<file path="src/rtl/bus_pkg.sv">
// Shared bus codes, sizes and FSM state encoding for the register-transfer controller.
package bus_pkg;

    localparam int unsigned CODE_W = 5;
    localparam int unsigned SRC_N  = 24;
    localparam int unsigned DST_N  = 25;

    // Sources: R0..R15 occupy codes 0..15
    localparam logic [CODE_W-1:0] SRC_R0     = 5'd0;
    localparam logic [CODE_W-1:0] SRC_R15    = 5'd15;
    localparam logic [CODE_W-1:0] SRC_MDR    = 5'd16;
    localparam logic [CODE_W-1:0] SRC_HI     = 5'd17;
    localparam logic [CODE_W-1:0] SRC_LO     = 5'd18;
    localparam logic [CODE_W-1:0] SRC_ZHIGH  = 5'd19;
    localparam logic [CODE_W-1:0] SRC_ZLOW   = 5'd20;
    localparam logic [CODE_W-1:0] SRC_PC     = 5'd21;
    localparam logic [CODE_W-1:0] SRC_INPORT = 5'd22;
    localparam logic [CODE_W-1:0] SRC_C      = 5'd23;

    // Destinations: R0..R15 occupy codes 0..15
    localparam logic [CODE_W-1:0] DST_R0      = 5'd0;
    localparam logic [CODE_W-1:0] DST_R15     = 5'd15;
    localparam logic [CODE_W-1:0] DST_HI      = 5'd16;
    localparam logic [CODE_W-1:0] DST_LO      = 5'd17;
    localparam logic [CODE_W-1:0] DST_Y       = 5'd18;
    localparam logic [CODE_W-1:0] DST_Z       = 5'd19;
    localparam logic [CODE_W-1:0] DST_PC      = 5'd20;
    localparam logic [CODE_W-1:0] DST_IR      = 5'd21;
    localparam logic [CODE_W-1:0] DST_MAR     = 5'd22;
    localparam logic [CODE_W-1:0] DST_MDR     = 5'd23;
    localparam logic [CODE_W-1:0] DST_OUTPORT = 5'd24;

    typedef enum logic [1:0] {
        IDLE,
        DRIVE,
        LATCH
    } xfer_state_t;

endpackage

</file>
<file path="src/rtl/xfer_fifo.sv">
// Small power-of-two request FIFO; pointers wrap naturally, count is one bit wider.
module xfer_fifo #(
    parameter int unsigned WIDTH = 10,
    parameter int unsigned DEPTH = 4
) (
    input  logic             clock,
    input  logic             clear,
    input  logic             push,
    input  logic             pop,
    input  logic [WIDTH-1:0] din,
    output logic [WIDTH-1:0] dout,
    output logic             full,
    output logic             empty
);

    localparam int unsigned AW = $clog2(DEPTH);
    localparam int unsigned CW = AW + 1;
    localparam logic [CW-1:0] FULL_CNT = CW'(DEPTH);

    logic [WIDTH-1:0] mem [DEPTH];
    logic [AW-1:0]    wr_ptr;
    logic [AW-1:0]    rd_ptr;
    logic [CW-1:0]    count;
    logic             do_push;
    logic             do_pop;

    assign full    = (count == FULL_CNT);
    assign empty   = (count == '0);
    assign do_push = push && !full;
    assign do_pop  = pop && !empty;
    assign dout    = mem[rd_ptr];

    always_ff @(posedge clock or negedge clear) begin
        if (!clear) begin
            wr_ptr <= '0;
            rd_ptr <= '0;
            count  <= '0;
        end else begin
            if (do_push) wr_ptr <= wr_ptr + 1'b1;
            if (do_pop)  rd_ptr <= rd_ptr + 1'b1;
            case ({do_push, do_pop})
                2'b10:   count <= count + 1'b1;
                2'b01:   count <= count - 1'b1;
                default: count <= count;
            endcase
        end
    end

    always_ff @(posedge clock) begin
        if (do_push) mem[wr_ptr] <= din;
    end

endmodule

</file>
<file path="src/rtl/bus_xfer_ctrl.sv">
// Register-transfer bus sequencer: one-hot source drive, then destination load strobe.
// Define XFER_QUEUE_EN to buffer requests in a QDEPTH-entry FIFO instead of a capture register.
module bus_xfer_ctrl
    import bus_pkg::*;
#(
    parameter int unsigned SRC_N  = bus_pkg::SRC_N,
    parameter int unsigned DST_N  = bus_pkg::DST_N,
    parameter int unsigned QDEPTH = 4
) (
    input  logic              clock,
    input  logic              clear,
    input  logic              req_valid,
    input  logic [CODE_W-1:0] req_src,
    input  logic [CODE_W-1:0] req_dst,
    output logic              req_ready,
    output logic [SRC_N-1:0]  src_out,
    output logic [DST_N-1:0]  dst_in,
    output logic              done,
    output logic              err
);

    localparam logic [CODE_W:0]  SRC_LIM = SRC_N[CODE_W:0];
    localparam logic [CODE_W:0]  DST_LIM = DST_N[CODE_W:0];
    localparam logic [SRC_N-1:0] SRC_ONE = {{(SRC_N-1){1'b0}}, 1'b1};
    localparam logic [DST_N-1:0] DST_ONE = {{(DST_N-1){1'b0}}, 1'b1};

    if ((QDEPTH & (QDEPTH - 1)) != 0) begin : g_bad_qdepth
        $error("QDEPTH must be a power of 2");
    end

    xfer_state_t       state, state_next;
    logic [CODE_W-1:0] cur_src, cur_dst;
    logic [CODE_W-1:0] start_src, start_dst;
    logic [SRC_N-1:0]  src_next;
    logic [DST_N-1:0]  dst_next;
    logic              done_next;
    logic              ready_q;
    logic              take, code_ok, start;

    assign take    = req_valid && req_ready;
    assign code_ok = ({1'b0, req_src} < SRC_LIM) && ({1'b0, req_dst} < DST_LIM);

`ifdef XFER_QUEUE_EN
    logic                  q_full, q_empty, push, pop;
    logic [2*CODE_W-1:0]   q_head;

    // Invalid codes are rejected at the door so the queue only holds executable work
    assign req_ready = ready_q && !q_full;
    assign push      = take && code_ok;
    assign pop       = (state != DRIVE) && !q_empty;
    assign start     = pop;
    assign start_src = q_head[2*CODE_W-1:CODE_W];
    assign start_dst = q_head[CODE_W-1:0];

    xfer_fifo #(
        .WIDTH (2*CODE_W),
        .DEPTH (QDEPTH)
    ) u_fifo (
        .clock (clock),
        .clear (clear),
        .push  (push),
        .pop   (pop),
        .din   ({req_src, req_dst}),
        .dout  (q_head),
        .full  (q_full),
        .empty (q_empty)
    );
`else
    assign req_ready = ready_q && (state != DRIVE);
    assign start     = take && code_ok;
    assign start_src = req_src;
    assign start_dst = req_dst;
`endif

    always_comb begin
        state_next = state;
        src_next   = '0;
        dst_next   = '0;
        done_next  = 1'b0;
        case (state)
            IDLE: begin
                if (start) begin
                    state_next = DRIVE;
                    src_next   = SRC_ONE << start_src;
                end
            end
            DRIVE: begin
                state_next = LATCH;
                src_next   = SRC_ONE << cur_src;
                dst_next   = DST_ONE << cur_dst;
                done_next  = 1'b1;
            end
            LATCH: begin
                if (start) begin
                    state_next = DRIVE;
                    src_next   = SRC_ONE << start_src;
                end else begin
                    state_next = IDLE;
                end
            end
            default: state_next = IDLE;
        endcase
    end

    always_ff @(posedge clock or negedge clear) begin
        if (!clear) state <= IDLE;
        else        state <= state_next;
    end

    always_ff @(posedge clock or negedge clear) begin
        if (!clear) begin
            src_out <= '0;
            dst_in  <= '0;
            done    <= 1'b0;
            err     <= 1'b0;
            ready_q <= 1'b0;
            cur_src <= '0;
            cur_dst <= '0;
        end else begin
            src_out <= src_next;
            dst_in  <= dst_next;
            done    <= done_next;
            err     <= take && !code_ok;
            ready_q <= 1'b1;
            if (start) begin
                cur_src <= start_src;
                cur_dst <= start_dst;
            end
        end
    end

endmodule

</file>
<file path="config.mk">
export PLATFORM = sky130hd
export DESIGN_NAME = bus_xfer_ctrl
export DESIGN_NICKNAME = d
export VERILOG_FILES = /design/src/rtl/bus_pkg.sv /design/src/rtl/xfer_fifo.sv /design/src/rtl/bus_xfer_ctrl.sv
export SDC_FILE = /design/constraint.sdc
export NUM_CORES = 1
export LEC_CHECK = 0
export CAP_MARGIN = 10
export CELL_PAD_IN_SITES_DETAIL_PLACEMENT = 1
export CELL_PAD_IN_SITES_GLOBAL_PLACEMENT = 1
export CORE_MARGIN = 5
export CORE_UTILIZATION = 35
export CTS_CLUSTER_DIAMETER = 60
export DETAILED_ROUTE_END_ITERATION = 8
export PLACE_DENSITY = 0.86
export REMOVE_ABC_BUFFERS = 1
export SLEW_MARGIN = 15
export SYNTH_ARGS = -nofsm -noshare
export SYNTH_HDL_FRONTEND = slang
export SYNTH_SLANG_ARGS = --single-unit
</file>
<file path="constraint.sdc">
create_clock -name clock -period 4.2 [get_ports clock]
set_clock_uncertainty 0.05 [all_clocks]
set_input_delay 0.84 -clock clock [delete_from_list [all_inputs] [get_ports clock]]
set_output_delay 0.84 -clock clock [all_outputs]
set_load 0.01 [all_outputs]
</file>
==> out/results.txt <==
Status -> completed
FILL cells -> 686
# hold bufs at CTS -> 0
Synth unique cells -> 35
Final Power -> 1.31 mW
Share of layout cells above drive strength 1 -> 13.2%
Final Hold Fails -> 0
#FFs+latches synth -> 64
Ports -> 65
Post-layout util -> 48.5%
Global-route wire length before repair -> 9.90 mm
Max Fanout on Critical Path -> 13
CTS HTree Levels -> 3
Routed vias -> 1733
Longest Clk Path Bufs -> 2
Synthesized area per cell -> 13.1 um^2
Overall Global Routing Usage -> 15.2%
Post-CTS resize count -> 0
Residual overflow from global routing -> 0
Number of DRC markers in iteration 0 -> 102
CTS sink count -> 64
Initial Util -> 35.5%
Tcrit/Tclk final -> 62.9%
Vias in the first global route -> 1875
Rows -> 30
Post-route minimum period -> 2.64 ns
Routability congestion estimate -> 0.797
Num CTS Buffers -> 9
Type of origin of the critical path -> register
DIE WIDTH -> 92.6 um
Number of enable flip-flop cells after synthesis -> 0
CTS clock-pin slew for the worst setup and hold paths -> 0.07 ns
DP HPWL -> 4.42 mm
Worst Slack Setup Final -> 1.56 ns
P per Cell Area -> 401 nW/um^2
Crit Path Class -> register to output port
Netlist Area Pre-Place -> 2390 um^2
WL/cell -> 17.6 um
CP Data Required Time -> 3.31 ns
# Post-CTS Setup Buffers -> 0
Pin count of the biggest net entering global routing -> 36
Initial antenna violation count -> 0
Final Max Slew Viols -> 0
HP Class -> primary input to async pin
Routed Antenna Nets -> 0
Commonest non-fill, non-tap cells in the layout -> 64 x dfrtp_1, 63 x clkdlybuf4s50_1, 26 x nor2_1
Worst Tran Pin Value -> 0.640 ns
Critical path arrival -> 1.75 ns
Crit path capture type -> output port
Full die area -> 8570 um^2
CTS tree -> yes
Achievable Freq -> 379 MHz
Syn. warnings -> 0
Cells after Synth -> 182
Via density -> 5.13
Ant diodes -> 0
Nets@finish -> 266
Number of remaining DRC errors -> 0
Most common cell after layout, fill and taps aside -> dfrtp_1
Post-Route WL -> 5.95 mm
Core area -> 6720 um^2
Synth Flop Type -> dfrtp_1
Setup WS pre-CTS -> 1.44 ns
Slew HR -> 57.3%
Leak -> 1.40 nW
Asr flop ratio synth -> 100%
Max VDD drop -> 0.170 mV
Unrepaired setup endpoints after global routing -> false
Max-cap violations -> 0
PortBufs -> 64
Clock Latency Late Sink -> 0.34 ns
Finish-stage setup viols -> 0
First-pass DRT Iterations -> 4
Die Span Y -> 92.6 um
Layout area overhead -> 36.6%
Seq/Total Area, Yosys -> 67.1%
Setup Total Neg Slack -> 0 ns
Root buf cell -> clkbuf_8
## per-layer routing
| layer | routed length, um | vias up | track usage, % |
|---|---|---|---|
| met1 | 2560 | 883 | 19.3 |
| met2 | 2980 | 45 | 24.0 |
| met3 | 298 | 10 | 4.87 |
| met4 | 111 | 0 | 6.44 |
| met5 | 0 | - | 0 |
| li1 | - | 795 | - |
## worst paths after layout
path	startpoint	to	slack [ns]	depth (start not counted)
setup reg to reg	state[0]$_DFFE_PN0P_	src_out[12]$_DFF_PN0_	2.51	3
hold reg to reg	state[0]$_DFFE_PN0P_	state[0]$_DFFE_PN0P_	0.52	1
min in group clock	state[0]$_DFFE_PN0P_	state[0]$_DFFE_PN0P_	0.52	1
max in group asynchronous	clear	cur_src[4]$_DFFE_PN0P_	2.72	2
setup / recovery	state[0]$_DFFE_PN0P_	req_ready	1.56	3
hold / removal	clear	src_out[14]$_DFF_PN0_	0.47	1
## Yosys cell counts, types with 2 or more instances
cell / number / area (um^2)
nand2b_1: 4 / 25.0
or2_2: 2 / 12.5
or4b_1: 2 / 20.0
clkbuf_1: 2 / 7.51
nand3b_1: 4 / 30.0
nand4b_1: 2 / 17.5
nor3b_1: 2 / 15.0
nand2_1: 8 / 30.0
inv_1: 3 / 11.3
nor2_1: 26 / 97.6
nand3_1: 4 / 20.0
o22ai_1: 24 / 150
nand4_1: 4 / 25.0
dfrtp_1: 64 / 1600
or3b_2: 2 / 17.5
nor2b_1: 2 / 12.5
mux2_4: 9 / 135
## critical path: stages, from the launching register on
cell and delay, ns:
dfrtp_1 0.46, nand2b_2 0.25, and2_1 0.17, clkdlybuf4s50_1 0.53
## state kept, by name, summed over array words and instances, names as in the netlist
signal	count
cur_dst	5
cur_src	5
done	1
dst_in	25
err	1
ready_q	1
src_out	24
state	2
## through the flow
stage,instances,hold WS (ns),instance area (um^2)
final,338,0.474,3260
after global routing,338,0.528,3260
after CTS,338,0.489,3260
after detailed placement,322,0.507,3090
after global placement,322,0.483,3090
after floorplan,177,0.429,2350
## where the power goes
part	internal (mW)	leakage [nW]	total [mW]	switching (mW)
registers	0.647	0.868	0.684	0.0368
clock network	0.229	0.0834	0.455	0.226
logic	0.0785	0.453	0.170	0.0913
## kinds of logic after synthesis
| family | count (synthesis) | synth area share [%] |
|---|---|---|
| AO/OA/AOI/OAI | 26 | 7.18 |
| AND/OR/NAND/NOR | 73 | 17.5 |
| flip-flops | 64 | 67.1 |
| other | 1 | 0.157 |
| buffers and inverters | 8 | 1.99 |
| multiplexers | 10 | 6.13 |
## cell type report
| class | instances | area (um^2) | share of cell area, % |
|---|---|---|---|
| Inverter | 3 | 11.3 | 0.345 |
| Tap cell | 80 | 100 | 3.07 |
| Clock buffer | 13 | 149 | 4.57 |
| Timing Repair Buffer | 65 | 643 | 19.7 |
| Clock inverter | 3 | 17.5 | 0.537 |
| Sequential cell | 64 | 1600 | 49.1 |
| Multi-Input combinational cell | 110 | 738 | 22.6 |
(Power assumes the default switching activity.)
